$ cat src/rtl/rr_mux_sel_arbiter.sv
// ---------------------------------------------------------------------------
// rr_mux_sel_arbiter
// Round-robin arbiter that drives the select of a 4:1 data mux. It presents
// the selected channel downstream under a valid/ready handshake and acks the
// winning source on transfer. A burst limit lets one owner keep the grant for
// up to BURST consecutive transfers before the grant rotates.
//
// Ports:
//   clk        rising-edge clock
//   rst        synchronous active-high reset
//   req[3:0]   per-channel request (channel i data valid on mux input i)
//   ack[3:0]   one-hot transfer ack, combinational from the handshake
//   sel[1:0]   registered mux select, stable while out_valid=1
//   out_valid  registered, mux output valid downstream
//   out_ready  downstream accepts when out_valid & out_ready
//   busy       registered, 1 while in GRANT (same as out_valid)
// ---------------------------------------------------------------------------
module rr_mux_sel_arbiter #(
    parameter int BURST = 1
) (
    input  logic       clk,
    input  logic       rst,
    input  logic [3:0] req,
    output logic [3:0] ack,
    output logic [1:0] sel,
    output logic       out_valid,
    input  logic       out_ready,
    output logic       busy
);

    localparam logic [3:0] BURST_L = 4'(BURST);

    typedef enum logic {IDLE, GRANT} state_t;

    state_t     state_q, state_d;
    logic [1:0] sel_q, sel_d;
    logic [1:0] last_q, last_d;
    logic [3:0] cnt_q, cnt_d;
    // Set once any channel has been granted since reset. Before that there is
    // no owner to extend, so the first grant always comes from the rotating
    // search (which starts at channel 0 because last resets to 3).
    logic       own_q, own_d;

    logic       xfer;
    logic [1:0] rr_win;
    logic       rr_hit;

    assign out_valid = (state_q == GRANT);
    assign busy      = out_valid;
    assign sel       = sel_q;
    assign xfer      = out_valid & out_ready;
    assign ack       = xfer ? (4'b0001 << sel_q) : 4'b0000;

    // Rotating priority search: last+1 first, wrapping back to last itself.
    always_comb begin
        rr_win = last_q;
        rr_hit = 1'b0;
        for (int k = 1; k <= 4; k++) begin
            if (!rr_hit && req[last_q + 2'(k)]) begin
                rr_win = last_q + 2'(k);
                rr_hit = 1'b1;
            end
        end
    end

    always_comb begin
        state_d = state_q;
        sel_d   = sel_q;
        last_d  = last_q;
        cnt_d   = cnt_q;
        own_d   = own_q;
        unique case (state_q)
            IDLE: begin
                if (req != 4'b0000) begin
                    state_d = GRANT;
                    own_d   = 1'b1;
                    if (own_q && (cnt_q < BURST_L) && req[last_q]) begin
                        sel_d = last_q;            // owner keeps the burst
                    end else begin
                        sel_d = rr_win;
                        cnt_d = 4'd0;              // new burst, even on wrap-back
                    end
                    last_d = sel_d;
                end
            end
            GRANT: begin
                if (xfer) begin
                    state_d = IDLE;
                    if (cnt_q != 4'hF) cnt_d = cnt_q + 4'd1;
                end else if (!req[sel_q]) begin
                    state_d = IDLE;                // withdrawn, no ack
                end
            end
            default: state_d = IDLE;
        endcase
    end

    always_ff @(posedge clk) begin
        if (rst) begin
            state_q <= IDLE;
            sel_q   <= 2'd0;
            last_q  <= 2'd3;
            cnt_q   <= 4'd0;
            own_q   <= 1'b0;
        end else begin
            state_q <= state_d;
            sel_q   <= sel_d;
            last_q  <= last_d;
            cnt_q   <= cnt_d;
            own_q   <= own_d;
        end
    end

endmodule

$ cat config.mk
export PLATFORM = sky130hd
export DESIGN_NAME = rr_mux_sel_arbiter
export DESIGN_NICKNAME = d
export VERILOG_FILES = /design/src/rtl/rr_mux_sel_arbiter.sv
export SDC_FILE = /design/constraint.sdc
export NUM_CORES = 1
export LEC_CHECK = 0
export CAP_MARGIN = 5
export CORE_MARGIN = 5
export CORE_UTILIZATION = 35
export DETAILED_ROUTE_END_ITERATION = 6
export GPL_TIMING_DRIVEN = 0
export PLACE_DENSITY = 0.66
export SKIP_LAST_GASP = 1
export SYNTH_ARGS = -nofsm -noshare
export SYNTH_HDL_FRONTEND = slang
export SYNTH_SLANG_ARGS = --single-unit
export TNS_END_PERCENT = 30
$ cat constraint.sdc
create_clock -name clk -period 3.15 [get_ports clk]
set_clock_uncertainty 0.05 [all_clocks]
set_input_delay 0.7875 -clock clk [delete_from_list [all_inputs] [get_ports clk]]
set_output_delay 0.7875 -clock clk [all_outputs]
set_load 0.01 [all_outputs]
### Word-level counts from Yosys, hierarchy flattened

Cells that the tools add are included.

* add/sub/neg operators: 4
* reduce and logical (&&, ||, !) cells: 11
* multipliers: 0
* equality and inequality tests: 5
* $lt $le $gt $ge: 6
* bitwise gates (word level): 2
* divide/modulo/power cells: 0
* shifts and indexed selects: 1
* multiplexer cells: 28

Operators with widths (number)
* 4-bit 2-to-1 mux: 5
* 2-bit by 3-bit < comparator with 1-bit output, second input constant: 5
* 1-bit 2-to-1 mux: 11
* 1-bit binary-select mux with 2-bit select: 5
* 2-bit 2-to-1 mux: 5
* 4-bit case mux with 2 select lines: 1
* 1-bit logical AND: 5
* 2-bit adder, second input constant: 2
* 4-bit by 1-bit adder with 4-bit output, second input constant: 1
* 4-bit by 1-bit < comparator with 1-bit output, second input constant: 1
* 2-bit by 1-bit inequality test with 1-bit output, second input constant: 2
* 2-bit inequality test, second input constant: 2
* 4-bit inequality test, second input constant: 1
* 4-bit AND reduction: 1
* 4-bit nonzero test: 1
* 1-bit by 2-bit << shifter with 4-bit output, first input constant: 1
* 1-bit zero test: 3
* 2-bit by 1-bit adder with 2-bit output, second input constant: 1
* 1-bit case mux with 2 select lines: 1
* 2-bit AND reduction: 1
* 1-bit AND: 1
* 1-bit NOT: 1

* latch bits: 0
* memories kept: 0
* RAM bits: 0
* logic and storage cells: 62
* bits in read-only memories: 0
* bits in registers: 10
* input bits: 7
* output and inout port bits: 8

### Longest topological paths before layout

Gate-level depths: netlist of the first run.

* word-level depth: 14
* gate-level depth with buffers: 7
* gate-level depth less buffers: 7

### Worst setup path after synthesis of the first run

OpenSTA, ideal clock, no wires.

* path type: input to register
* start point: input port req[3]
* end point: register last_q[1]
* path slack: 698 ps
* stages: 6
* required time: 2978 ps
* path buffers: 1
* arrival time: 2280 ps
* setup time: 122 ps
* path through: clkbuf_2 -> mux4_2 -> a22o_1 -> a221oi_4 -> a21boi_1 -> a311o_1

* cells in the longest elaborated chain, start to end: 13
* elaborated cells between the ends (all ways): 25
* classes of those cells: 16 x mux; 9 x reduce/logical

Ends and longest elaborated chain
* start, declared: line 23 `input logic [3:0] req,`
* 1-bit binary-select mux with 2-bit select: line 59 `if (!rr_hit && req[last_q + 2'(k)]) begin`
* 1-bit 2-to-1 mux (implied by the code): line 59
* 1-bit 2-to-1 mux: line 59
* 1-bit zero test: line 59
* 1-bit logical AND: line 59
* 1-bit 2-to-1 mux: line 59
* 1-bit zero test: line 59
* 1-bit logical AND: line 59
* 1-bit 2-to-1 mux: line 59
* 1-bit zero test: line 59
* 1-bit logical AND: line 59
* 2-bit 2-to-1 mux: line 59
* 2-bit 2-to-1 mux: line 77 `if (own_q && (cnt_q < BURST_L) && req[last_q]) begin`
* end signal, assigned: line 108 `last_q <= last_d;`
* end, declared: line 37 `logic [1:0] last_q, last_d;`

Parallel ways exist; a longest one is shown, timed or not. The select of a mux whose other input is x is not followed.
A chain may end at the register's enable or synchronous reset.

### Worst setup path after layout of the first run

* start point: input port out_ready
* end point: output port ack[2]

* cells in the longest elaborated chain, start to end: 2

Ends and longest elaborated chain
* start, declared: line 27 `input logic out_ready,`
* 1-bit AND: line 51 `assign xfer = out_valid & out_ready;`
* 4-bit 2-to-1 mux: line 52 `assign ack = xfer ? (4'b0001 << sel_q) : 4'b0000;`
* end, declared: line 24 `output logic [3:0] ack,`

Every way passes these cells.

==> flow_summary.yaml, run 1 <==
routing:
  first_pass_iters: 4
  vias: 681
  post_drt_wl_per_cell_um: 12.6
  drt-total-wl_um: 1600
  postRouteAntennaNets: 0
  routed_via_density: 5.36
  drtIter0Drc: 12
  drc: 0
worst_setup_path:
  crit_path_start_kind: "primary input"
  worst-path-max-fanout: 3
  reg2reg_slack_ns: 1.07
  crit_arrival_ns: 2.12
  required_ns: 2.31
  critPathKind: "in2out"
  slowest_stage: "clkdlybuf4s50_1"
  critPathMaxStageDelay_ns: 0.57
  path_cells: "clkdlybuf4s50_1 -> nand2_1 -> nor3_1 -> clkdlybuf4s50_1"
  crit_top_cell: "clkdlybuf4s50_1"
  crit_path_end_kind: "output port"
finish:
  diodes: 0
  drive_gt1_share_pct: 13.0
  nFillCells: 206
  stdcell_area_um2: 903
  layout.cells.non_filler: 127
  final_util_pct: 46.0
  nets: 110
  area_growth_pct: 26.7
power:
  pwr-share-clk_pct: 27.8
  power_uw: 422
  cellInternalPower_uw: 286
  p_comb_share_pct: 35.5
  power.density_nw_per_um2: 467
  p_seq_share_pct: 36.8
  switching_share_pct: 32.2
  switchingPower_uw: 136
  ir_drop_mv: 0.262
  p_leak_nw: 0.334
synth:
  yosysSeqAreaShare_pct: 28.1
  syn_nets: 93
  synth_top_area_share_pct: 28.1
  synthCells: 84
  ys_warn_count: 0
  synth.largest_area_cell: "dfxtp_1"
  netlist_area_um2: 713
  synth_area_per_cell_um2: 8.49
  synth-xor-area-share_pct: 2.46
  synth_mux_area_share_pct: 9.12
  synth_top_family_by_area: "simple AND/OR/NAND/NOR gates"
  synth-compound-area-share_pct: 23.3
  ys_ff_latch: 10
  synth_area_leaders: "dfxtp_1 (28%), mux4_2 (6.3%), nor2_1 (6.3%), a221oi_4 (3.7%), a21oi_1 (3.5%)"
  synthAdderAreaFrac_pct: 3.51
  synth-simple-area-share_pct: 26.5
  ys_types: 37
timing:
  finalMaxSlewViolations: 0
  fmax_mhz: 339
  setup_viol: 0
  hold_viol: 0
  slew-limit-headroom_pct: 70.9
  setup_slack_ns: 0.196
  grt_setup_unrepaired: "no"
  worstMarginPinSlew_ns: 0.433
  holdWs_ns: 0.427
  min_period_ns: 2.95
  fin_tns_setup_ns: 0
  min_period_over_period_pct: 93.8
status:
  outcome: "complete, no violations"
clock_tree:
  clk_pin_slew_ns: 0.07
  hold_buffers: 0
  clockBufferDepth: 2
  clockRootBuffer: "clkbuf_4"
  clock_latency_ns: 0.27
  cts_tree: "yes"
  cts_sinks: 10
  numCtsBuffers: 3
  htreeDepth: 1
  post-cts-setup-buffer-count: 0
  cts_resized: 0
placed_design:
  hpwl_um: 1260
  portBuffers: 12
  dp_cells: 123
  dp_slack_ns: 0.188
  dpl_cell_area_um2: 867
  place.gp.congestion: 0.727
floorplanning:
  dieHeight_um: 55.1
  die-area_um2: 3040
  core_um2: 1960
  rows: 16
  die_width_um: 55.1
  initial_core_util_pct: 36.4
  ios: 15
flow_run:
  maxCapViolCount: 0
grt:
  overflow: 0
  grt_pass1_vias: 613
  track_usage_pct: 12.4
  grt_pass1_wl_um: 2710
  antenna_found_initial: 0
  grt_start_max_net_pins: 11
hold_path:
  hold_path.class: "reg2reg"
==> power by group through the flow <==
| stage | registers (mW) | logic [mW] | clock network [mW] |
|---|---|---|---|
| 2_1_floorplan | 0.158 | 0.103 | 0 |
| 3_3_place_gp | 0.158 | 0.147 | 0 |
| 3_5_place_dp | 0.159 | 0.149 | 0 |
| 4_1_cts | 0.156 | 0.150 | 0.122 |
| 5_1_grt | 0.158 | 0.166 | 0.128 |
| 6_report | 0.155 | 0.150 | 0.117 |
==> metal layers <==
layer | GRT usage [%] | vias up | wire length [um]
met3 | 1.61 | 5 | 47
met2 | 20.5 | 18 | 766
met5 | 0 | - | 0
met1 | 15.9 | 321 | 756
li1 | - | 337 | -
met4 | 6.07 | 0 | 33
==> cell families (layout without fill, tap and decap cells) <==
group	Yosys count	count (layout)
multiplexers	4	4
AO/OA/AOI/OAI	21	21
flip-flops	10	10
buffers and inverters	10	26
XOR/XNOR	2	2
AND/OR/NAND/NOR	35	35
adder cells (fa/ha/maj)	2	2
==> layout make-up <==
class                           instances  area, um2  area share (%)
Buffer                                  6       35.0            3.88
Clock buffer                            4       36.3            4.02
Inverter                                4       15.0            1.66
Multi-Input combinational cell         64        463            51.2
Sequential cell                        10        200            22.2
Tap cell                               27       33.8            3.74
Timing Repair Buffer                   12        120            13.3
==> flip-flops by register name, summed over array words and instances, names as in the netlist <==
register  count
own_q         1
sel           2
busy          1
last_q        2
cnt_q         4
==> path summary, 6_finish.rpt <==
| path | to | cells after the start | startpoint |
|---|---|---|---|
| worst max-delay path | ack[2] | 4 | out_ready |
| worst max register to register | last_q[1] | 6 | last_q[1] |
| worst min register to register | own_q | 2 | own_q |
| worst min-delay path | own_q | 2 | own_q |
==> cells in the mapped netlist <==
cell type and number:
nor2_1 12, dfxtp_1 10, a21oi_1 5, inv_1 4
nand2_1 4, clkbuf_1 3, nand2b_1 3, nor3_1 3
a211oi_1 2, a31oi_1 2, ha_1 2, mux2i_1 2
mux4_2 2, nand3_1 2, nand3b_1 2, nor2b_1 2
o21ai_0 2, o21bai_1 2, xor2_1 2, a211oi_2 1
a21boi_1 1, a21o_1 1, a221oi_4 1, a22o_1 1
a311o_1 1, and3b_1 1, and4_2 1, buf_4 1
buf_6 1, clkbuf_2 1, nand4_1 1, nor3b_1 1
nor4_1 1, nor4bb_1 1, o31ai_1 1, o32ai_1 1
or3b_2 1
==> cell usage in the layout, fill, tap and decap left out, drive strengths merged, types with 2 or more instances in the layout <==
cell and n:
a211oi 3, a21oi 5, a31oi 2, buf 2, clkbuf 8, clkdlybuf4s50 12, dfxtp 10, ha 2
inv 4, mux2i 2, mux4 2, nand2 4, nand2b 3, nand3 2, nand3b 2, nor2 12
nor2b 2, nor3 3, o21ai 2, o21bai 2, xor2 2
==> worst max-delay path: cells and delay by family <==
kind	cells	cell delay (ns)
buffers and inverters	2	1.07
and+or+nand+nor	2	0.26
No activity file was read; power rests on OpenSTA's default activity.
==> run 2, diff against run 1 <==
--- a/config.mk
+++ b/config.mk
@@ -9,8 +9,9 @@
 export CORE_MARGIN = 5
 export CORE_UTILIZATION = 35
 export DETAILED_ROUTE_END_ITERATION = 6
+export DONT_BUFFER_PORTS = 1
 export GPL_TIMING_DRIVEN = 0
-export PLACE_DENSITY = 0.66
+export PLACE_DENSITY = 0.57
 export SKIP_LAST_GASP = 1
 export SYNTH_ARGS = -nofsm -noshare
 export SYNTH_HDL_FRONTEND = slang
==> run 2 against run 1 <==
- final cell count down 10%
- critical path depth increased by 2
- combinational power down 21%
- routed wire length shrank 7.5%
- first-iteration DRC count fell by 25%
- count of clock-buffer cells in the layout down 1
- sequential power is essentially flat
- critical endpoint is now last_q[1]
- largest power group unchanged
- worst setup slack better by 0.66 ns
- register-to-register slack is essentially flat
- largest cell class unchanged
- global-route usage fell by 1.3 points
==> flow_summary.yaml, run 2 (synthesis gave the netlist of run 1 again) <==
worst_setup_path:
  cp_num_buf_inv: 1
  reg2reg_from: "last_q[1]"
  required_ns: 3.25
  reg2reg_slack_ns: 1.07
  critPathMaxStageDelay_ns: 0.51
  crit_path_end_kind: "flop"
  worst-path-stages: 6
  reg2regPathDepth: 6
  crit_path_start_kind: "primary input"
  endpoint: "last_q[1]"
  critPathKind: "in2reg"
  path_cells: "clkbuf_2 -> mux4_2 -> a22o_1 -> a221oi_4 -> a21boi_1 -> a311o_1"
  crit_arrival_ns: 2.39
  cp-startpoint: "req[3]"
  worst-path-max-fanout: 9
  slowest_stage: "mux4_2"
  rr_endpoint: "last_q[1]"
  crit_family: "compound AO/OA/AOI/OAI gates"
power:
  p_leak_nw: 0.283
  ir_drop_mv: 0.232
  power.density_nw_per_um2: 473
clock_tree:
  htreeDepth: 1
  clockBufferDepth: 2
  clock_latency_ns: 0.26
  post-cts-setup-buffer-count: 0
  cts_resized: 0
  hold_buffers: 0
  numCtsBuffers: 3
  cts_tree: "yes"
  clk_pin_slew_ns: 0.06
  clockRootBuffer: "clkbuf_4"
  cts_sinks: 10
status:
  outcome: "complete, no violations"
routing:
  vias: 633
  drt-total-wl_um: 1480
  first_pass_iters: 4
  drtIter0Drc: 9
  drc: 0
  routed_via_density: 5.55
  postRouteAntennaNets: 0
  post_drt_wl_per_cell_um: 13.0
finish:
  layout.cells.non_filler: 114
  diodes: 0
  area_growth_pct: 7.89
  layout_common_cells: "nor2_1 (12), dfxtp_1 (10), a21oi_1 (5)"
  layout_commonest_cell: "nor2_1"
  nets: 98
  drive_gt1_share_pct: 13.8
  largest_reg_flops: 4
  regMostFlops: "cnt_q"
  final_util_pct: 39.2
floorplanning:
  ios: 15
  rows: 16
  die-area_um2: 3040
  initial_core_util_pct: 36.4
  die_width_um: 55.1
  dieHeight_um: 55.1
  core_um2: 1960
timing:
  grt_setup_unrepaired: "no"
  slew-limit-headroom_pct: 71.3
  worstMarginPinSlew_ns: 0.425
  min_period_ns: 2.29
  fmax_mhz: 436
  holdWs_ns: 0.417
  finalMaxSlewViolations: 0
  hold_viol: 0
  fin_tns_setup_ns: 0
  min_period_over_period_pct: 72.8
  setup_viol: 0
placed_design:
  dp_cells: 111
  portBuffers: 0
  place.gp.congestion: 0.740
  hpwl_um: 1150
grt:
  grt_start_max_net_pins: 11
  grt_pass1_wl_um: 2460
  overflow: 0
  antenna_found_initial: 0
  grt_pass1_vias: 567
  track_usage_pct: 11.2
hold_path:
  hold_path.class: "reg2reg"
  min_from: "own_q"
flow_run:
  maxCapViolCount: 0
## run 2: changes by cell type in the layout (fill, tap and decap cells not counted)
cell / before / now
clkdlybuf4s50_1: 12 / 0
clkbuf_8: 1 / 0
## run 2: worst min path at each step
| stage | endpoint | slack, ns | cells after the start |
|---|---|---|---|
| after floorplan | own_q | 0.38 | 2 |
| after global placement | own_q | 0.40 | 2 |
| after detailed placement | own_q | 0.41 | 2 |
| after CTS | own_q | 0.42 | 2 |
| after global routing | own_q | 0.46 | 2 |
| final | own_q | 0.42 | 2 |
## run 2: per-layer routing
layer,global-route usage (%),share of wire (%),vias up
met4,4.86,1.7,0
li1,-,-,312
met1,14.4,45,306
met2,18.3,48,11
met5,0,0,-
met3,1.88,4.9,4
## run 2: power by group
| part | internal [mW] | total (mW) | leakage (nW) | switching [mW] |
|---|---|---|---|---|
| logic | 0.0568 | 0.119 | 0.186 | 0.0622 |
| registers | 0.140 | 0.158 | 0.0824 | 0.0186 |
| clock network | 0.0441 | 0.0865 | 0.0138 | 0.0424 |
| total | 0.241 | 0.364 | 0.283 | 0.123 |
## run 2: worst register-to-register path: cells and delay by family (launching register included)
family          cells  cell delay [ns]
compound gates      4             0.95
mux                 1             0.52
flops               1             0.32
buf+inv             1             0.13
## run 2: area by class of cell
class / count / area [um2]
Fill cell: 223 / 1190
Multi-Input combinational cell: 64 / 463
Sequential cell: 10 / 200
Buffer: 6 / 35.0
Tap cell: 27 / 33.8
Clock buffer: 3 / 22.5
Inverter: 4 / 15.0
## run 2: stage by stage
stage	cell area [um2]	power (mW)	setup slack, ns
finish	769	0.364	0.858
global route	769	0.391	0.767
CTS	769	0.368	0.849
detailed placement	747	0.282	0.570
global placement	747	0.279	0.591
floorplan	713	0.260	0.698
==> run 3, diff against run 2 <==
--- a/config.mk
+++ b/config.mk
@@ -11,7 +11,7 @@
 export DETAILED_ROUTE_END_ITERATION = 6
 export DONT_BUFFER_PORTS = 1
 export GPL_TIMING_DRIVEN = 0
-export PLACE_DENSITY = 0.57
+export PLACE_DENSITY = 0.59
 export SKIP_LAST_GASP = 1
 export SYNTH_ARGS = -nofsm -noshare
 export SYNTH_HDL_FRONTEND = slang
==> constraint.sdc (replaced) <==
create_clock -name clk -period 1.9 [get_ports clk]
set_clock_uncertainty 0.05 [all_clocks]
set_input_delay 0.475 -clock clk [delete_from_list [all_inputs] [get_ports clk]]
set_output_delay 0.475 -clock clk [all_outputs]
set_load 0.01 [all_outputs]
==> run 3 against run 2 <==
- the run now ends with setup timing left
- clock power increased by 70%
- critical path depth shrank 1
- final area up 9.8%
- largest cell class unchanged
- global-route usage increased by 2.2 points
- critical path type is now reg2reg
- register-to-register slack got worse by 1.1 ns
- non-clock buffer count up 7
- sequential share of layout area shrank 1.7 points
- utilization up 3.8 points
==> flow_summary.yaml, run 3 (synthesis gave the netlist of run 1 again) <==
grt:
  grt_start_max_net_pins: 11
  grt_pass1_vias: 712
  track_usage_pct: 13.4
  antenna_found_initial: 0
  overflow: 0
  grt_pass1_wl_um: 3020
power:
  p_leak_nw: 0.321
  power.density_nw_per_um2: 779
  power_uw: 658
  ir_drop_mv: 0.456
placed_design:
  hpwl_um: 1310
  dpl_cell_area_um2: 756
  portBuffers: 0
  dp_cells: 111
  place.gp.congestion: 0.742
timing:
  hold_viol: 0
  min_period_over_period_pct: 104
  setup_slack_ns: -0.0791
  min_period_ns: 1.98
  grt_setup_unrepaired: "yes"
  setup_viol: 3
  worstMarginPinSlew_ns: 0.428
  slew-limit-headroom_pct: 71.5
  fmax_mhz: 505
  finalMaxSlewViolations: 0
  holdWs_ns: 0.351
finish:
  layout.cells.non_filler: 121
  area_growth_pct: 18.4
  nets: 105
  nFillCells: 223
  layout_common_cells: "nor2_1 (12), buf_4 (9), dfxtp_1 (8)"
  layout_commonest_cell: "nor2_1"
  stdcell_area_um2: 845
  drive_gt1_share_pct: 25.5
  regMostFlops: "cnt_q"
  largest_reg_flops: 4
  final_util_pct: 43.0
  diodes: 0
clock_tree:
  clockBufferDepth: 2
  clock_latency_ns: 0.27
  htreeDepth: 1
  clockRootBuffer: "clkbuf_4"
  numCtsBuffers: 3
  cts_sinks: 10
  cts_tree: "yes"
  clk_pin_slew_ns: 0.07
worst_setup_path:
  reg2reg_slack_ns: -0.08
  crit_path_end_kind: "flop"
  worst-path-max-fanout: 5
  critPathKind: "reg2reg"
  crit_path_start_kind: "flop"
  required_ns: 2.01
  crit_arrival_ns: 2.09
routing:
  postRouteAntennaNets: 0
  routed_via_density: 5.47
  drtIter0Drc: 1
  vias: 662
  drt-total-wl_um: 1730
  first_pass_iters: 3
  drc: 0
  post_drt_wl_per_cell_um: 14.3
floorplanning:
  core_um2: 1960
  die_width_um: 55.1
  ios: 15
  initial_core_util_pct: 36.4
  rows: 16
  dieHeight_um: 55.1
  die-area_um2: 3040
hold_path:
  hold_path.class: "in2reg"
status:
  outcome: "finished with violations"
  failed_checks: "setup timing"
flow_run:
  maxCapViolCount: 0
[run 3: changes by cell type in the layout (fill, tap and decap cells not counted), sizes merged]
cell	delta
buf	+7
[run 3: worst paths after layout]
kind / start / endpoint / cells past startpoint
max: last_q[1] / last_q[1] / 5
min: out_ready / busy / 2
max reg2reg: last_q[1] / last_q[1] / 5
min reg2reg: own_q / own_q / 2
[run 3: per-layer routing]
metal  part of all wire (%)  up-vias  track usage (%)
li1                       -      332                -
met4                    1.7        0             5.67
met3                    3.5        5             2.14
met2                     52        9             25.0
met1                     43      316             14.8
met5                      0        -                0
[run 3: report_power, final]
group / total (mW) / switching (mW) / leakage, nW / internal (mW)
Combinational: 0.242 / 0.112 / 0.224 / 0.130
Sequential: 0.269 / 0.0355 / 0.0830 / 0.234
Clock: 0.147 / 0.0739 / 0.0138 / 0.0732
Total: 0.658 / 0.221 / 0.321 / 0.437
[run 3: worst max-delay path, cell delays in order, from the launching register on]
cell      delay [ns]
dfxtp_4         0.36
mux4_2          0.51
a22o_1          0.23
a221oi_4        0.28
a21boi_1        0.11
a311o_1         0.32
[run 3: what timing repair did]
item / in CTS / in global routing
gates cloned: 0 / 0
pin swaps: 2 / 2
hold buffers: 0 / 0
endpoints found under the setup margin: 4 / 4
buffers inserted: 5 / 3
gates resized for setup: 1 / 6
[run 3: cell type report]
class                   instances  area [um2]  share of cell area, %
well taps                      27        33.8                   4.00
multi-input cells              64         474                   56.1
repair buffers                  8        60.1                   7.11
inverters                       4        15.0                   1.78
plain buffers                   5        33.8                   4.00
clock buffers                   3        22.5                   2.67
flip-flops and latches         10         205                   24.3
[run 3: stage by stage]
| stage | setup WS [ns] | TNS, ns |
|---|---|---|
| 6_report | -0.0791 | -0.0963 |
| 4_1_cts | -0.0843 | -0.261 |
| 2_1_floorplan | -0.203 | -0.707 |
| 3_3_place_gp | -0.291 | -1.10 |
| 5_1_grt | -0.166 | -0.421 |
| 3_5_place_dp | -0.327 | -1.19 |
